$ cat config.mk
export PLATFORM = sky130hd
export DESIGN_NAME = radix9_serial_accumulator_flat
export DESIGN_NICKNAME = d
export VERILOG_FILES = /design/src/rtl/radix9_serial_accumulator_pkg.sv /design/src/rtl/radix9_serial_accumulator_if.sv /design/src/rtl/radix9_serial_accumulator_digit_add.sv /design/src/rtl/radix9_serial_accumulator.sv /design/src/flat_wrapper.sv
export SDC_FILE = /design/constraint.sdc
export NUM_CORES = 1
export LEC_CHECK = 0
export BUFFER_PORTS_ARGS = -buffer_cell sky130_fd_sc_hd__buf_2
export CAP_MARGIN = 20
export CORE_MARGIN = 2
export CORE_UTILIZATION = 50
export DETAILED_ROUTE_END_ITERATION = 8
export GPL_ROUTABILITY_DRIVEN = 1
export GPL_TIMING_DRIVEN = 0
export PLACE_DENSITY_LB_ADDON = 0.08
export SLEW_MARGIN = 10
export SYNTH_ARGS = -nofsm -noshare
export SYNTH_HDL_FRONTEND = slang
export SYNTH_HIERARCHICAL = 1
export SYNTH_SLANG_ARGS = --single-unit
$ cat constraint.sdc
create_clock -name clk -period 4.3 [get_ports clk]
set_clock_uncertainty 0.05 [all_clocks]
set_input_delay 0.86 -clock clk [delete_from_list [all_inputs] [get_ports clk]]
set_output_delay 0.86 -clock clk [all_outputs]
set_load 0.05 [all_outputs]
$ cat src/rtl/radix9_serial_accumulator_pkg.sv
// radix9_pkg: shared radix-9 constants and the accumulator FSM state encoding.
package radix9_pkg;
    localparam int RADIX = 9;
    localparam int DIGIT_W = 4;
    typedef enum logic [1:0] {IDLE, ADD, DONE} state_t;
endpackage

$ cat src/rtl/radix9_serial_accumulator_if.sv
// radix9_serial_accumulator_if: request/status bundle between a requester and the accumulator.
interface radix9_serial_accumulator_if #(parameter int NDIG = 4);
    import radix9_pkg::*;
    logic start;
    logic clear;
    logic [DIGIT_W*NDIG-1:0] opIn;
    logic [DIGIT_W*NDIG-1:0] acc;
    logic busy;
    logic done;
    logic ovf;
    logic err;
    modport master (output start, clear, opIn, input acc, busy, done, ovf, err);
    modport slave (input start, clear, opIn, output acc, busy, done, ovf, err);
endinterface

$ cat src/rtl/radix9_serial_accumulator_digit_add.sv
// radix9_digit_add: one radix-9 digit step, a + b + cin folded back into 0..8 with carry-out.
module radix9_digit_add
    import radix9_pkg::*;
(
    input  logic [DIGIT_W-1:0] a,
    input  logic [DIGIT_W-1:0] b,
    input  logic               cin,
    output logic [DIGIT_W-1:0] sum,
    output logic               cout
);
    logic [DIGIT_W:0] s;
    always_comb begin
        s = {1'b0, a} + {1'b0, b} + {{DIGIT_W{1'b0}}, cin};
        cout = s >= (DIGIT_W+1)'(RADIX);
        sum = cout ? DIGIT_W'(s - (DIGIT_W+1)'(RADIX)) : s[DIGIT_W-1:0];
    end
endmodule

$ cat src/rtl/radix9_serial_accumulator.sv
// radix9_serial_accumulator: digit-serial radix-9 accumulator, one digit per clock, LSD first.
module radix9_serial_accumulator
    import radix9_pkg::*;
#(
    parameter int NDIG = 4
) (
    input logic clk,
    input logic rst,
    radix9_serial_accumulator_if.slave bus
);
    localparam int IW = NDIG > 1 ? $clog2(NDIG) : 1;
    state_t state;
    logic [DIGIT_W*NDIG-1:0] acc_q;
    logic [DIGIT_W*NDIG-1:0] op_q;
    logic [IW-1:0] idx;
    logic carry;
    logic ovf_q;
    logic err_q;
    logic done_q;
    logic busy_q;
    logic bad;
    logic [DIGIT_W-1:0] dsum;
    logic dcout;
    always_comb begin
        bad = 1'b0;
        for (int i = 0; i < NDIG; i++)
            bad = bad | (bus.opIn[i*DIGIT_W +: DIGIT_W] > DIGIT_W'(RADIX - 1));
    end
    // A single digit adder is shared across all positions, steered by idx.
    radix9_digit_add u_add (
        .a(acc_q[idx*DIGIT_W +: DIGIT_W]),
        .b(op_q[idx*DIGIT_W +: DIGIT_W]),
        .cin(carry),
        .sum(dsum),
        .cout(dcout)
    );
    always_ff @(posedge clk) begin
        if (rst) begin
            state <= IDLE;
            acc_q <= '0;
            op_q <= '0;
            idx <= '0;
            carry <= 1'b0;
            ovf_q <= 1'b0;
            err_q <= 1'b0;
            done_q <= 1'b0;
            busy_q <= 1'b0;
        end else if (bus.clear) begin
            state <= IDLE;
            acc_q <= '0;
            idx <= '0;
            carry <= 1'b0;
            ovf_q <= 1'b0;
            err_q <= 1'b0;
            done_q <= 1'b0;
            busy_q <= 1'b0;
        end else begin
            case (state)
                IDLE: if (bus.start) begin
                    op_q <= bus.opIn;
                    idx <= '0;
                    carry <= 1'b0;
                    busy_q <= 1'b1;
                    err_q <= err_q | bad;
                    done_q <= bad;
                    state <= bad ? DONE : ADD;
                end
                ADD: begin
                    acc_q[idx*DIGIT_W +: DIGIT_W] <= dsum;
                    carry <= dcout;
                    if (idx == IW'(NDIG - 1)) begin
                        ovf_q <= ovf_q | dcout;
                        done_q <= 1'b1;
                        state <= DONE;
                    end else begin
                        idx <= idx + 1'b1;
                    end
                end
                DONE: begin
                    done_q <= 1'b0;
                    busy_q <= 1'b0;
                    state <= IDLE;
                end
                default: state <= IDLE;
            endcase
        end
    end
    assign bus.acc = acc_q;
    assign bus.ovf = ovf_q;
    assign bus.err = err_q;
    assign bus.done = done_q;
    assign bus.busy = busy_q;
endmodule

$ cat src/flat_wrapper.sv
// flat-port wrapper written by rule: the top's interface ports become plain ports
module radix9_serial_accumulator_flat import radix9_pkg::*;
#(
    parameter int NDIG = 4
)
  (clk, rst, bus_start, bus_clear, bus_opIn, bus_acc, bus_busy, bus_done, bus_ovf, bus_err);
  radix9_serial_accumulator_if #(.NDIG(NDIG)) bus_i ();
  input logic clk;
  input logic rst;
  input wire logic [$bits(bus_i.start)-1:0] bus_start;
  input wire logic [$bits(bus_i.clear)-1:0] bus_clear;
  input wire logic [$bits(bus_i.opIn)-1:0] bus_opIn;
  output wire logic [$bits(bus_i.acc)-1:0] bus_acc;
  output wire logic [$bits(bus_i.busy)-1:0] bus_busy;
  output wire logic [$bits(bus_i.done)-1:0] bus_done;
  output wire logic [$bits(bus_i.ovf)-1:0] bus_ovf;
  output wire logic [$bits(bus_i.err)-1:0] bus_err;
  assign bus_i.start = bus_start;
  assign bus_i.clear = bus_clear;
  assign bus_i.opIn = bus_opIn;
  assign bus_acc = bus_i.acc;
  assign bus_busy = bus_i.busy;
  assign bus_done = bus_i.done;
  assign bus_ovf = bus_i.ovf;
  assign bus_err = bus_i.err;
  radix9_serial_accumulator #(.NDIG(NDIG)) u_core (.clk(clk), .rst(rst), .bus(bus_i));
endmodule
==> flow_summary.toml <==
[synth]
yosys-top-cells-area = "sky130_fd_sc_hd__dfxtp_1 37%, sky130_fd_sc_hd__ha_1 8.5%, sky130_fd_sc_hd__mux4_2 8.1%"
yosys_register_bits = 41
count_of_mapped_cells_out_of_synthesis = 243
synthArstFlopShare_pct = 0
synth_top_cells_by_count = "41 x sky130_fd_sc_hd__dfxtp_1, 41 x sky130_fd_sc_hd__nand2_1, 26 x sky130_fd_sc_hd__nor2_1"
synth_edf_count = 0
yosysTopAreaCellShare_pct = 37.02
mean_instance_size_in_the_synthesized_netlist_um2 = 9.124
yosysSeqAreaShare_pct = 37.02
synth_area_leader_cell = "sky130_fd_sc_hd__dfxtp_1"
synth-warning-count = 6
synth_cell_types = 42
cell_area_after_synthesis_um2 = 2217
syn_nets = 280
synth-main-ff-cell = "sky130_fd_sc_hd__dfxtp_1"

[placed_design]
replace_congestion = 0.8186
buffer_ports.inserted = 38
hpwlAfterDp_um = 3840
postPlaceCellArea_um2 = 2472

[final_layout]
area.growth.synth_to_final_pct = 16.20
design_area_um2 = 2576
filler_cell_count = 431
final_core_util_pct = 59.58
num_antenna_cells = 0
drive_gt1_share_pct = 24.31
final_nets = 325

[timing]
period_needed_ns = 3.865
max_clock_freq_ghz = 0.2587
max_slew.worst_pin.slew_ns = 0.6873
fin_crit_sh_pct = 89.89
setup_total_negative_slack_ns = 0
drv_slew = 0
setup_repair_after_global_routing_missed_its_margin = "false"
slew-limit-headroom_pct = 54.04
final-setup-viol-count = 0
finalHoldViolCount = 0

[floorplanning]
ios = 40
core_area_um2 = 4324
die_height_um = 70.59
num_rows = 24
fp.dieW_um = 70.59
die_area_um2 = 4983
initial_utilization_pct = 51.27

[clocking]
number_of_instances_resized_during_post_cts_repair = 0
clockRootBuffer = "sky130_fd_sc_hd__clkbuf_8"
cts_num_sinks = 41
cts_buffers = 5
insertion_delay_ns = 0.29
max-clock-path-buffers = 2
clock_tree.htree_level_count = 2
tritoncts = "built"
cts_setup_buffers = 0
cts.hold.buffers_added = 0
clk_pin_slew_ns = 0.08

[detailed_routing]
drt-initial-drc-count = 108
vias_per_cell = 5.553
antenna_violating_nets_post_route = 0
drtPass1Iterations = 4
remaining_drc_errors = 0
via_total_after_detailed_routing = 1888
wirelength_um = 5042
met3WireLength_um = 227
topRoutingLayerUsed = "met4"
met2_routed_length_um = 2438
drt-wirelength-per-cell_um = 14.83
sum_of_routed_wire_segments_on_met1_um = 2346

[grt]
grt_usage_pct = 21.15
global_route_wire_length_before_repair_um = 8321
grt_overflow_total = 0
grt_antenna_before_repair = 0
largest_net_degree_at_the_start_of_global_routing = 13
grt_pass1_vias = 1752

[run]
drv_cap = 0

[setup_path]
path_max_fanout = 10
worstReg2RegStart = "u_core/idx[1]"
reg2reg_to = "u_core/bus.acc[13]"
worst_r2r_path_depth = 11
cp-start-kind = "flip-flop"
cp-startpoint = "u_core/idx[1]"
worst-endpoint-arrival_ns = 4.00
crit_type = "flip-flop to flip-flop"
endpoint_kind = "flip-flop"
setup.worst_path.end = "u_core/bus.acc[13]"
reg2reg_slack_ns = 0.43
required_ns = 4.44

[pwr]
total_leakage_power_nw = 1.043
vdd.ir_drop.worst_mv = 0.2366
power.density_nw_per_um2 = 301.9

[outcome]
status = "finished, final reports clean"

[hold_path]
worstHoldPathCells = 2
hold_path.startpoint = "u_core/op_q[15]"
hold_path.class = "flip-flop to flip-flop"
-- worst max-delay path, cell delays in order, from the launching register on --
cell,delay (ns)
sky130_fd_sc_hd__dfxtp_1,0.42
sky130_fd_sc_hd__clkbuf_1,0.51
sky130_fd_sc_hd__mux4_2,0.45
sky130_fd_sc_hd__fa_1,0.49
sky130_fd_sc_hd__inv_1,0.09
sky130_fd_sc_hd__fa_1,0.48
sky130_fd_sc_hd__ha_1,0.25
sky130_fd_sc_hd__nor4b_2,0.31
sky130_fd_sc_hd__o311a_4,0.28
sky130_fd_sc_hd__o32ai_1,0.18
sky130_fd_sc_hd__a22oi_1,0.22
sky130_fd_sc_hd__nor2_1,0.05
-- power by group --
part           internal (W)  switching (W)   total, W
clock              0.000169       0.000131   0.000300
combinational     0.0000332      0.0000505  0.0000838
sequential         0.000389     0.00000507   0.000394
total              0.000591       0.000187   0.000778
-- state kept, by name (all words and copies together), names as in the netlist --
signal           count
u_core/bus.acc      16
u_core/op_q         16
u_core/idx           2
u_core/state         2
u_core/bus.busy      1
u_core/bus.done      1
u_core/bus.err       1
u_core/bus.ovf       1
u_core/carry         1
-- through the flow --
stage          hold WS (ns)  std cells  worst slack, ns   power, W
6_report             0.4067        340           0.4346  0.0007777
5_1_grt              0.4287        340           0.2330  0.0008108
4_1_cts              0.4091        340           0.4195  0.0007869
3_5_place_dp         0.3972        333           0.4150  0.0004863
3_3_place_gp         0.3894        333           0.4652  0.0004854
2_1_floorplan        0.3831        243           0.9640  0.0004595
-- cell usage in the layout (no fill, tap or decap), types with 2 or more instances in the layout --
master / Yosys / layout
sky130_fd_sc_hd__buf_2: 4 / 42
sky130_fd_sc_hd__nand2_1: 41 / 41
sky130_fd_sc_hd__dfxtp_1: 41 / 41
sky130_fd_sc_hd__nor2_1: 26 / 26
sky130_fd_sc_hd__a21oi_1: 21 / 21
sky130_fd_sc_hd__a22oi_1: 17 / 17
sky130_fd_sc_hd__ha_1: 15 / 15
sky130_fd_sc_hd__inv_1: 13 / 13
sky130_fd_sc_hd__mux4_2: 8 / 8
sky130_fd_sc_hd__clkbuf_1: 6 / 6
sky130_fd_sc_hd__clkbuf_8: 0 / 5
sky130_fd_sc_hd__o21ai_0: 5 / 5
sky130_fd_sc_hd__o31ai_1: 5 / 5
sky130_fd_sc_hd__nor2b_1: 4 / 4
sky130_fd_sc_hd__and4_1: 3 / 3
sky130_fd_sc_hd__nor4b_2: 2 / 2
sky130_fd_sc_hd__or2_2: 2 / 2
sky130_fd_sc_hd__nor3b_1: 2 / 2
sky130_fd_sc_hd__nand2b_1: 2 / 2
sky130_fd_sc_hd__a31oi_1: 2 / 2
sky130_fd_sc_hd__fa_1: 2 / 2
-- worst min path at each step --
stage                            endpoint  slack, ns
after floorplan           u_core/op_q[10]       0.38
after global placement    u_core/op_q[14]       0.39
after detailed placement  u_core/op_q[15]       0.40
after CTS                 u_core/op_q[15]       0.41
after global routing      u_core/op_q[14]       0.43
final                     u_core/op_q[15]       0.41
-- cells by family (layout without fill, tap and decap cells) --
kind of cell    count (synthesis)  count (layout)  synth area share [%]
compound gates                 60              60                 18.79
xor+xnor                        2               2                 1.129
fa+ha+maj                      17              17                 10.27
buf+inv                        25              70                 4.966
flops                          41              41                 37.02
mux                             9               9                 8.634
simple gates                   89              89                 19.19
-- routing by layer --
layer	track usage (%)	vias to the layer above
met5	0	-
met4	6.918	0
met3	4.274	2
met2	34.49	42
met1	28.47	896
li1	-	948
-- final cells by class --
type / instances / area, um^2 / share of cell area (%)
Buffer: 12 / 61.31 / 2.380
Clock buffer: 5 / 68.82 / 2.671
Clock inverter: 2 / 35.03 / 1.360
Inverter: 13 / 48.80 / 1.894
Multi-Input combinational cell: 177 / 1286 / 49.93
Sequential cell: 41 / 820.8 / 31.86
Tap cell: 52 / 65.06 / 2.525
Timing Repair Buffer: 38 / 190.2 / 7.382
(Power assumes the default switching activity.)
